### src/rtl/wb_arb_pkg.sv
// Shared types and defaults for the two-master Wishbone arbiter.
package wb_arb_pkg;

  typedef enum logic [1:0] {
    IDLE = 2'd0,
    GNT  = 2'd1,
    ERR  = 2'd2
  } arb_state_t;

  typedef logic owner_t;

  localparam owner_t OWNER_M0 = 1'b0;
  localparam owner_t OWNER_M1 = 1'b1;

  localparam int DEF_ADDR_WIDTH     = 32;
  localparam int DEF_DATA_WIDTH     = 32;
  localparam int DEF_TIMEOUT_CYCLES = 1024;

  // Counter width that can hold 0..t; a disabled watchdog still needs one bit.
  function automatic int cnt_width(input int t);
    return (t <= 0) ? 1 : $clog2(t + 1);
  endfunction

endpackage

### src/rtl/wb_timeout_counter.sv
// Watchdog for a granted strobe: expire is high combinationally on the last
// cycle a strobe may wait without ack.
module wb_timeout_counter
  import wb_arb_pkg::*;
#(
  parameter int TIMEOUT_CYCLES = DEF_TIMEOUT_CYCLES
) (
  input  logic clk,
  input  logic rst_n,
  input  logic clr,
  input  logic inc,
  output logic expire
);

  localparam int CW = cnt_width(TIMEOUT_CYCLES);

  generate
    if (TIMEOUT_CYCLES == 0) begin : g_off
      assign expire = 1'b0;
    end else begin : g_on
      localparam logic [CW-1:0] LAST = CW'(TIMEOUT_CYCLES - 1);

      logic [CW-1:0] count_q;
      logic [CW-1:0] count_d;

      always_comb begin
        count_d = count_q;
        if (clr) begin
          count_d = '0;
        end else if (inc) begin
          count_d = count_q + CW'(1);
        end
      end

      always_ff @(posedge clk or negedge rst_n) begin
        if (!rst_n) begin
          count_q <= '0;
        end else begin
          count_q <= count_d;
        end
      end

      // A same-cycle ack raises clr, so it always beats expiry.
      assign expire = inc && !clr && (count_q == LAST);
    end
  endgenerate

endmodule

### src/rtl/wb_arbiter_2to1.sv
// Round-robin 2:1 Wishbone-classic arbiter; the grant is held for the owner's
// whole cyc and a watchdog turns a never-acked strobe into a one-cycle err.
module wb_arbiter_2to1
  import wb_arb_pkg::*;
#(
  parameter int ADDR_WIDTH     = DEF_ADDR_WIDTH,
  parameter int DATA_WIDTH     = DEF_DATA_WIDTH,
  parameter int TIMEOUT_CYCLES = DEF_TIMEOUT_CYCLES
) (
  input  logic                  sys_clk,
  input  logic                  rst_n,

  input  logic                  m0_cyc_i,
  input  logic                  m0_stb_i,
  input  logic                  m0_we_i,
  input  logic [ADDR_WIDTH-1:0] m0_addr_i,
  input  logic [DATA_WIDTH-1:0] m0_data_i,
  output logic [DATA_WIDTH-1:0] m0_data_o,
  output logic                  m0_ack_o,
  output logic                  m0_err_o,

  input  logic                  m1_cyc_i,
  input  logic                  m1_stb_i,
  input  logic                  m1_we_i,
  input  logic [ADDR_WIDTH-1:0] m1_addr_i,
  input  logic [DATA_WIDTH-1:0] m1_data_i,
  output logic [DATA_WIDTH-1:0] m1_data_o,
  output logic                  m1_ack_o,
  output logic                  m1_err_o,

  output logic                  s_cyc_o,
  output logic                  s_stb_o,
  output logic                  s_we_o,
  output logic [ADDR_WIDTH-1:0] s_addr_o,
  output logic [DATA_WIDTH-1:0] s_data_o,
  input  logic [DATA_WIDTH-1:0] s_data_i,
  input  logic                  s_ack_i
);

  arb_state_t state_q, state_d;
  owner_t     owner_q, owner_d;
  owner_t     last_owner_q, last_owner_d;

  logic                  req0, req1;
  logic                  owner_cyc, owner_stb, owner_we;
  logic [ADDR_WIDTH-1:0] owner_addr;
  logic [DATA_WIDTH-1:0] owner_wdata;
  logic                  wd_clr, wd_inc, wd_expire;

  assign req0 = m0_cyc_i & m0_stb_i;
  assign req1 = m1_cyc_i & m1_stb_i;

  assign owner_cyc   = (owner_q == OWNER_M1) ? m1_cyc_i  : m0_cyc_i;
  assign owner_stb   = (owner_q == OWNER_M1) ? m1_stb_i  : m0_stb_i;
  assign owner_we    = (owner_q == OWNER_M1) ? m1_we_i   : m0_we_i;
  assign owner_addr  = (owner_q == OWNER_M1) ? m1_addr_i : m0_addr_i;
  assign owner_wdata = (owner_q == OWNER_M1) ? m1_data_i : m0_data_i;

  assign wd_clr = (state_q != GNT) | s_ack_i | ~owner_stb;
  assign wd_inc = (state_q == GNT) & owner_stb & ~s_ack_i;

  wb_timeout_counter #(
    .TIMEOUT_CYCLES (TIMEOUT_CYCLES)
  ) u_timeout (
    .clk    (sys_clk),
    .rst_n  (rst_n),
    .clr    (wd_clr),
    .inc    (wd_inc),
    .expire (wd_expire)
  );

  // last_owner resets to m1 so that m0 wins the first tie.
  always_ff @(posedge sys_clk or negedge rst_n) begin
    if (!rst_n) begin
      state_q      <= IDLE;
      owner_q      <= OWNER_M0;
      last_owner_q <= OWNER_M1;
    end else begin
      state_q      <= state_d;
      owner_q      <= owner_d;
      last_owner_q <= last_owner_d;
    end
  end

  always_comb begin
    state_d      = state_q;
    owner_d      = owner_q;
    last_owner_d = last_owner_q;
    unique case (state_q)
      IDLE: begin
        if (req0 && req1) begin
          state_d = GNT;
          owner_d = ~last_owner_q;
        end else if (req0) begin
          state_d = GNT;
          owner_d = OWNER_M0;
        end else if (req1) begin
          state_d = GNT;
          owner_d = OWNER_M1;
        end
      end
      GNT: begin
        // Dropping cyc is a clean release even if the watchdog fires too.
        if (!owner_cyc) begin
          state_d      = IDLE;
          last_owner_d = owner_q;
        end else if (wd_expire) begin
          state_d = ERR;
        end
      end
      ERR: begin
        state_d      = IDLE;
        last_owner_d = owner_q;
      end
      default: begin
        state_d = IDLE;
      end
    endcase
  end

  always_comb begin
    s_cyc_o  = 1'b0;
    s_stb_o  = 1'b0;
    s_we_o   = 1'b0;
    s_addr_o = '0;
    s_data_o = '0;
    m0_ack_o = 1'b0;
    m1_ack_o = 1'b0;
    m0_err_o = 1'b0;
    m1_err_o = 1'b0;
    unique case (state_q)
      GNT: begin
        s_cyc_o  = owner_cyc;
        s_stb_o  = owner_stb;
        s_we_o   = owner_we;
        s_addr_o = owner_addr;
        s_data_o = owner_wdata;
        m0_ack_o = (owner_q == OWNER_M0) & s_ack_i;
        m1_ack_o = (owner_q == OWNER_M1) & s_ack_i;
      end
      ERR: begin
        m0_err_o = (owner_q == OWNER_M0);
        m1_err_o = (owner_q == OWNER_M1);
      end
      default: begin
      end
    endcase
  end

  // Read data is broadcast; only ack is qualified by ownership.
  assign m0_data_o = s_data_i;
  assign m1_data_o = s_data_i;

endmodule
### config.mk
export PLATFORM = sky130hd
export DESIGN_NAME = wb_arbiter_2to1
export DESIGN_NICKNAME = d
export VERILOG_FILES = /design/src/rtl/wb_arb_pkg.sv /design/src/rtl/wb_timeout_counter.sv /design/src/rtl/wb_arbiter_2to1.sv
export SDC_FILE = /design/constraint.sdc
export NUM_CORES = 1
export LEC_CHECK = 0
export ABC_AREA = 0
export CORE_AREA = 3 3 117 119
export DETAILED_ROUTE_END_ITERATION = 8
export DIE_AREA = 0 0 120 122
export GPL_ROUTABILITY_DRIVEN = 0
export HOLD_SLACK_MARGIN = 0.06
export PLACE_DENSITY = 0.67
export SYNTH_ARGS = -nofsm -noshare
export SYNTH_HDL_FRONTEND = slang
export SYNTH_SLANG_ARGS = --single-unit
### constraint.sdc
create_clock -name sys_clk -period 2 [get_ports sys_clk]
set_input_delay 0.4 -clock sys_clk [delete_from_list [all_inputs] [get_ports sys_clk]]
set_output_delay 0.4 -clock sys_clk [all_outputs]
set_load 0.01 [all_outputs]
==> results_dict.tcl, run 1 <==
set metrics [dict create \
    overflow 0 \
    crit_path_max_fanout 3 \
    slowest_stage "dfrtp_4" \
    rsz0062_at_grt "yes" \
    place_area_mm2 0.00417 \
    numPortBuffers 207 \
    async_flop_share_pct 100 \
    clock_sinks 15 \
    setup_viol 0 \
    max-clock-path-buffers 2 \
    critPathTopFamily "buffers and inverters" \
    nets 617 \
    wl_per_cell_um 15.9 \
    cp_cell_sequence "buf_6, buf_6, buf_6, mux2i_4, nor2_1, buf_2" \
    synth_edf_count 0 \
    crit_path_end_kind "output pin" \
    use_met1_pct 11.3 \
    n_antenna_cell 0 \
    synth_nets 464 \
    clock_tree.root_cell "clkbuf_16" \
    drt_iter0_markers 41 \
    relSlewSlack_pct 67.6 \
    grt_max_degree 43 \
    hold_path.class "input port to async pin" \
    fp-row-count 41 \
    yosys.area.top_type_share_pct 29.9 \
    cp_slowest_stage_delay_ns 0.49 \
    drt-total-wl_um 9810 \
    path_clk_slew_ns 0.05 \
    busiest_layer "met2" \
    clock_skew_ns 0.00769 \
    critPathKind "flip-flop to output pin" \
    max_freq_mhz 510 \
    multi_input_area_mm2 0.00138 \
    pin_count 304 \
    cp-start-kind "flip-flop" \
    coreArea_mm2 0.0127 \
    power_mw 4.14 \
    vias 2534 \
    use_met2_pct 21.3 \
    crit_arrival_ns 1.56 \
    p_per_area_mw_per_mm2 946 \
    tightestPinTransition_ns 0.482 \
    dp.cells 604 \
    start_util_pct 18.2 \
    fin_area_mm2 0.00438 \
    crit_top_cell "buf_6" \
    drc_errors 0 \
    grt.total_usage_pct 11.0 \
    grt_pass1_wl_um 13200 \
    cts_made_buffers 3 \
    min_period_over_period_pct 98.0 \
    vdd_ir_drop_max_mv 0.304 \
    ant_nets 0 \
    fill_cells 1325 \
    grt_antenna_before_repair 0 \
    layout.area.seq_um2 380 \
    syn_inst 294 \
    first_pass_iters 4 \
    yosys-top-cells-area "mux2i_1, buf_4, dfrtp_1" \
    crit_buf_inv 4 \
    dp_hpwl_um 7740 \
    drv_slew 0 \
    synth_top_area_cell "mux2i_1" \
    htree_levels 1 \
    syn_area_mm2 0.00231 \
    hold_viol 0 \
    layout-area-overhead-vs-synth_pct 89.6 \
    clk_latency_ns 0.25 \
    power.leakage_nw 2.05 \
    tritoncts "built" \
    met3_usage_pct 3.99 \
    synthFlopType "dfrtp_1" \
    synth_seq_area_share_pct 16.3 \
    synth-warning-count 0 \
    yosysMostFrequentCell "nor2_1" \
    instances_no_fill 618 \
    dieHeight_um 122 \
    vias_per_cell 4.10 \
    synthTopCellsByCount "nor2_1, buf_4, mux2i_1" \
    max_cap_violations 0 \
    grt_pass1_vias 2577 \
    hold_ws_ns 0.462 \
    synth_area_per_cell_um2 7.86 \
    yosysUniqueCellTypes 38 \
    layout-drive-gt1-share_pct 13.7 \
    critical_path_required_ns 1.60 \
    status "completed" \
    die_w_um 120 \
    ys_ff_latch 15 \
    layout_min_cycle_time_ns 1.96 \
    design.die.area_mm2 0.0146 \
]
## report_power, final
group | switching [mW] | internal [mW]
clock | 0.127 | 0.267
combinational | 1.55 | 1.82
sequential | 0.0312 | 0.346
## per-layer routing
layer  wire length, um  share of wire, %
met4                93              0.95
met2              5220                53
met1              3460                35
met5                 0                 0
met3              1030                11
## worst paths after layout
kind	start	to	slack, ns	cells past startpoint
max in group asynchronous	rst_n	last_owner_q	1.29	2
worst max-delay path	owner_q	s_stb_o	0.04	6
worst min-delay path	rst_n	u_timeout.g_on.count_q[6]	0.46	2
worst max register to register	owner_q	u_timeout.g_on.count_q[9]	0.18	8
worst min register to register	u_timeout.g_on.count_q[10]	state_q[1]	0.51	1
min in group sys_clk	u_timeout.g_on.count_q[10]	state_q[1]	0.51	1
## per-stage QoR
| stage | utilization (%) | setup WS (ns) | setup TNS [ns] |
|---|---|---|---|
| after floorplan | - | 0.344 | 0 |
| after global placement | 32.9 | -0.219 | -0.710 |
| after detailed placement | 32.9 | -0.215 | -0.745 |
| after CTS | 33.3 | -0.0959 | -0.178 |
| after global routing | 34.6 | -0.0193 | -0.0362 |
| final | 34.6 | 0.0399 | 0 |
## flip-flops by register name (all words and copies together) (netlist names)
signal / flops
last_owner_q: 1
u_timeout.g_on.count_q: 11
state_q: 2
owner_q: 1
## cells by family after synthesis
group	count (synthesis)	synth area share (%)
fa+ha+maj	1	0.542
buf+inv	87	26.2
simple gates	99	20.6
flops	15	16.3
mux	70	30.4
xor+xnor	3	1.14
compound gates	19	4.88
## what timing repair did
item,in CTS,in global routing
endpoints found under the hold margin,0,0
buffers inserted,1,4
gates cloned,1,4
setup endpoints to repair,71,44
gates resized for setup,90,67
pin swaps,0,1
hold buffers,0,0
## cells in the final DEF, fill, tap and decap left out, types with 3 or more instances in the layout
master	count
dlygate4sd2_1	20
nand2_1	3
mux2i_1	62
o21ai_0	7
buf_4	10
dfrtp_1	13
clkdlybuf4s15_1	33
or3_1	4
inv_1	5
clkbuf_2	16
mux2i_2	4
buf_6	3
buf_12	4
clkbuf_16	7
nand3_1	5
nor2_1	71
a21oi_1	6
mux2i_4	3
clkdlybuf4s50_1	136
## area by class of cell
| type | instances | area share [%] |
|---|---|---|
| Tap cell | 172 | 4.91 |
| Clock buffer | 3 | 1.71 |
| Multi-Input combinational cell | 192 | 31.6 |
| Inverter | 5 | 0.429 |
| Clock inverter | 1 | 0.114 |
| Timing Repair Buffer | 230 | 52.5 |
| Sequential cell | 15 | 8.69 |
No activity file was read; power rests on OpenSTA's default activity.
==> inputs of run 2 (changes only) <==
--- a/config.mk
+++ b/config.mk
@@ -11,7 +11,6 @@
 export DIE_AREA = 0 0 120 122
 export GPL_ROUTABILITY_DRIVEN = 0
 export HOLD_SLACK_MARGIN = 0.06
-export PLACE_DENSITY = 0.67
 export SYNTH_ARGS = -nofsm -noshare
 export SYNTH_HDL_FRONTEND = slang
 export SYNTH_SLANG_ARGS = --single-unit
==> results_dict.tcl, run 2 (same netlist as run 1, synthesis figures left out) <==
set metrics [dict create \
    status "completed" \
    final_common_cell "clkdlybuf4s50_1" \
    place_area_mm2 0.00417 \
    grt_pass1_wl_um 14800 \
    die_w_um 120 \
    first_pass_iters 4 \
    path_clk_slew_ns 0.05 \
    clock_tree.root_cell "clkbuf_16" \
    layout-area-overhead-vs-synth_pct 84.7 \
    p_per_area_mw_per_mm2 943 \
    max-clock-path-buffers 2 \
    vdd_ir_drop_max_mv 0.309 \
    cp-start-kind "flip-flop" \
    numPortBuffers 207 \
    cts_made_buffers 3 \
    hold_ws_ns 0.466 \
    slowest_stage "dfrtp_4" \
    n_antenna_cell 0 \
    grt_pass1_vias 2644 \
    drc_errors 0 \
    crit_buf_inv 2 \
    crit_arrival_ns 1.57 \
    crit_path_end_kind "output pin" \
    tightestPinTransition_ns 0.395 \
    dp_hpwl_um 8760 \
    largest_register_ffs 11 \
    tritoncts "built" \
    fin_area_mm2 0.00427 \
    multi_input_area_mm2 0.00137 \
    clock_sinks 15 \
    drt_iter0_markers 53 \
    largest_registers "u_timeout.g_on.count_q: 11 flops, state_q: 2 flops" \
    dp.cells 605 \
    max_cap_violations 0 \
    htree_levels 1 \
    clock_skew_ns 0.00476 \
    ant_nets 0 \
    cp_slowest_stage_delay_ns 0.55 \
    r2r-end "state_q[1]" \
    crit_path_max_fanout 10 \
    reg2reg_slack_ns 0.36 \
    critPathKind "flip-flop to output pin" \
    relSlewSlack_pct 73.4 \
    dieHeight_um 122 \
    hold_viol 0 \
    grt_max_degree 36 \
    cp_cell_sequence "buf_16, mux2i_1, nor2_1, dlygate4sd2_1" \
    layout_setup_ws_ns 0.0301 \
    wl_per_cell_um 17.7 \
    pin_count 304 \
    instances_no_fill 616 \
    fp-row-count 41 \
    setup_viol 0 \
    highest_layer "met4" \
    hold_path.class "input port to async pin" \
    vias 2558 \
    vias_per_cell 4.15 \
    start_util_pct 18.2 \
    cts.hold.buffers_added 0 \
    layout.area.seq_um2 380 \
    power.leakage_nw 2.03 \
    max_freq_mhz 508 \
    grt.total_usage_pct 13.0 \
    startpoint "owner_q" \
    wl_met2_um 5950 \
    route.met3.wl_um 995 \
    nets 615 \
    design.die.area_mm2 0.0146 \
    critical_path_required_ns 1.60 \
    overflow 0 \
    critical_path_depth 4 \
    min_period_over_period_pct 98.5 \
    clk_latency_ns 0.25 \
    r2r_cells 4 \
    max_flop_register "u_timeout.g_on.count_q" \
    grt_antenna_before_repair 0 \
    fill_cells 1334 \
    drt-total-wl_um 10900 \
    critPathTopFamily "flip-flops" \
    wl_met1_um 3830 \
    final_cell_mix "clkdlybuf4s50_1, nor2_1, mux2i_1, clkdlybuf4s15_1, dlygate4sd2_1" \
    r2r-start "u_timeout.g_on.count_q[0]" \
    rsz0062_at_grt "yes" \
    layout-drive-gt1-share_pct 15.1 \
    pre_cts_slack_ns -0.230 \
    crit_path_end "s_data_o[30]" \
    drv_slew 0 \
    layout_min_cycle_time_ns 1.97 \
    coreArea_mm2 0.0127 \
]
-- run 2: cell types whose count changed in the layout (fill, tap and decap cells not counted), moves of 2 or more --
cell             previous run  this run
buf_2                       2        16
clkdlybuf4s15_1            33        24
clkbuf_2                   16        12
dlygate4sd2_1              20        18
mux2i_1                    62        64
-- run 2: report_power, final --
part           switching (mW)  leakage, nW  total [mW]  internal (mW)
combinational            1.52         1.79        3.21           1.68
clock                   0.123       0.0382       0.393          0.270
sequential             0.0770        0.200       0.423          0.346
total                    1.72         2.03        4.02           2.30
-- run 2: worst min-delay path by stage --
stage / to / cells after the start / startpoint
after floorplan: owner_q / 0 / rst_n
after global placement: u_timeout.g_on.count_q[0] / 1 / u_timeout.g_on.count_q[0]
final: u_timeout.g_on.count_q[7] / 2 / rst_n
after CTS: u_timeout.g_on.count_q[6] / 2 / rst_n
after detailed placement: state_q[1] / 1 / u_timeout.g_on.count_q[10]
after global routing: u_timeout.g_on.count_q[6] / 2 / rst_n
-- run 2: through the flow --
stage               util, %  total power, mW  setup TNS, ns
finish                 33.7             4.02              0
global route           33.7             4.31         -0.134
CTS                    33.5             3.95         -0.141
detailed placement     32.9             3.62          -1.66
global placement       32.9             3.59          -1.36
floorplan                 -             2.08              0
-- run 2: what timing repair did --
action | CTS | global route
cloned | 2 | 3
gates resized for setup | 132 | 53
endpoints found under the setup margin | 69 | 31
buffers inserted | 3 | 0
pin swaps | 0 | 1
-- run 2: final cells by class --
cell class                      instances  share of cell area [%]
Clock buffer                            4                    1.85
Inverter                                5                   0.440
Multi-Input combinational cell        192                    32.1
Sequential cell                        15                    8.91
Tap cell                              172                    5.04
Timing Repair Buffer                  228                    51.7
-- run 2: per-layer routing --
layer	track usage, %	vias up
met3	3.85	12
met2	25.5	163
li1	-	1229
met5	0	-
met1	13.7	1154
met4	2.22	0
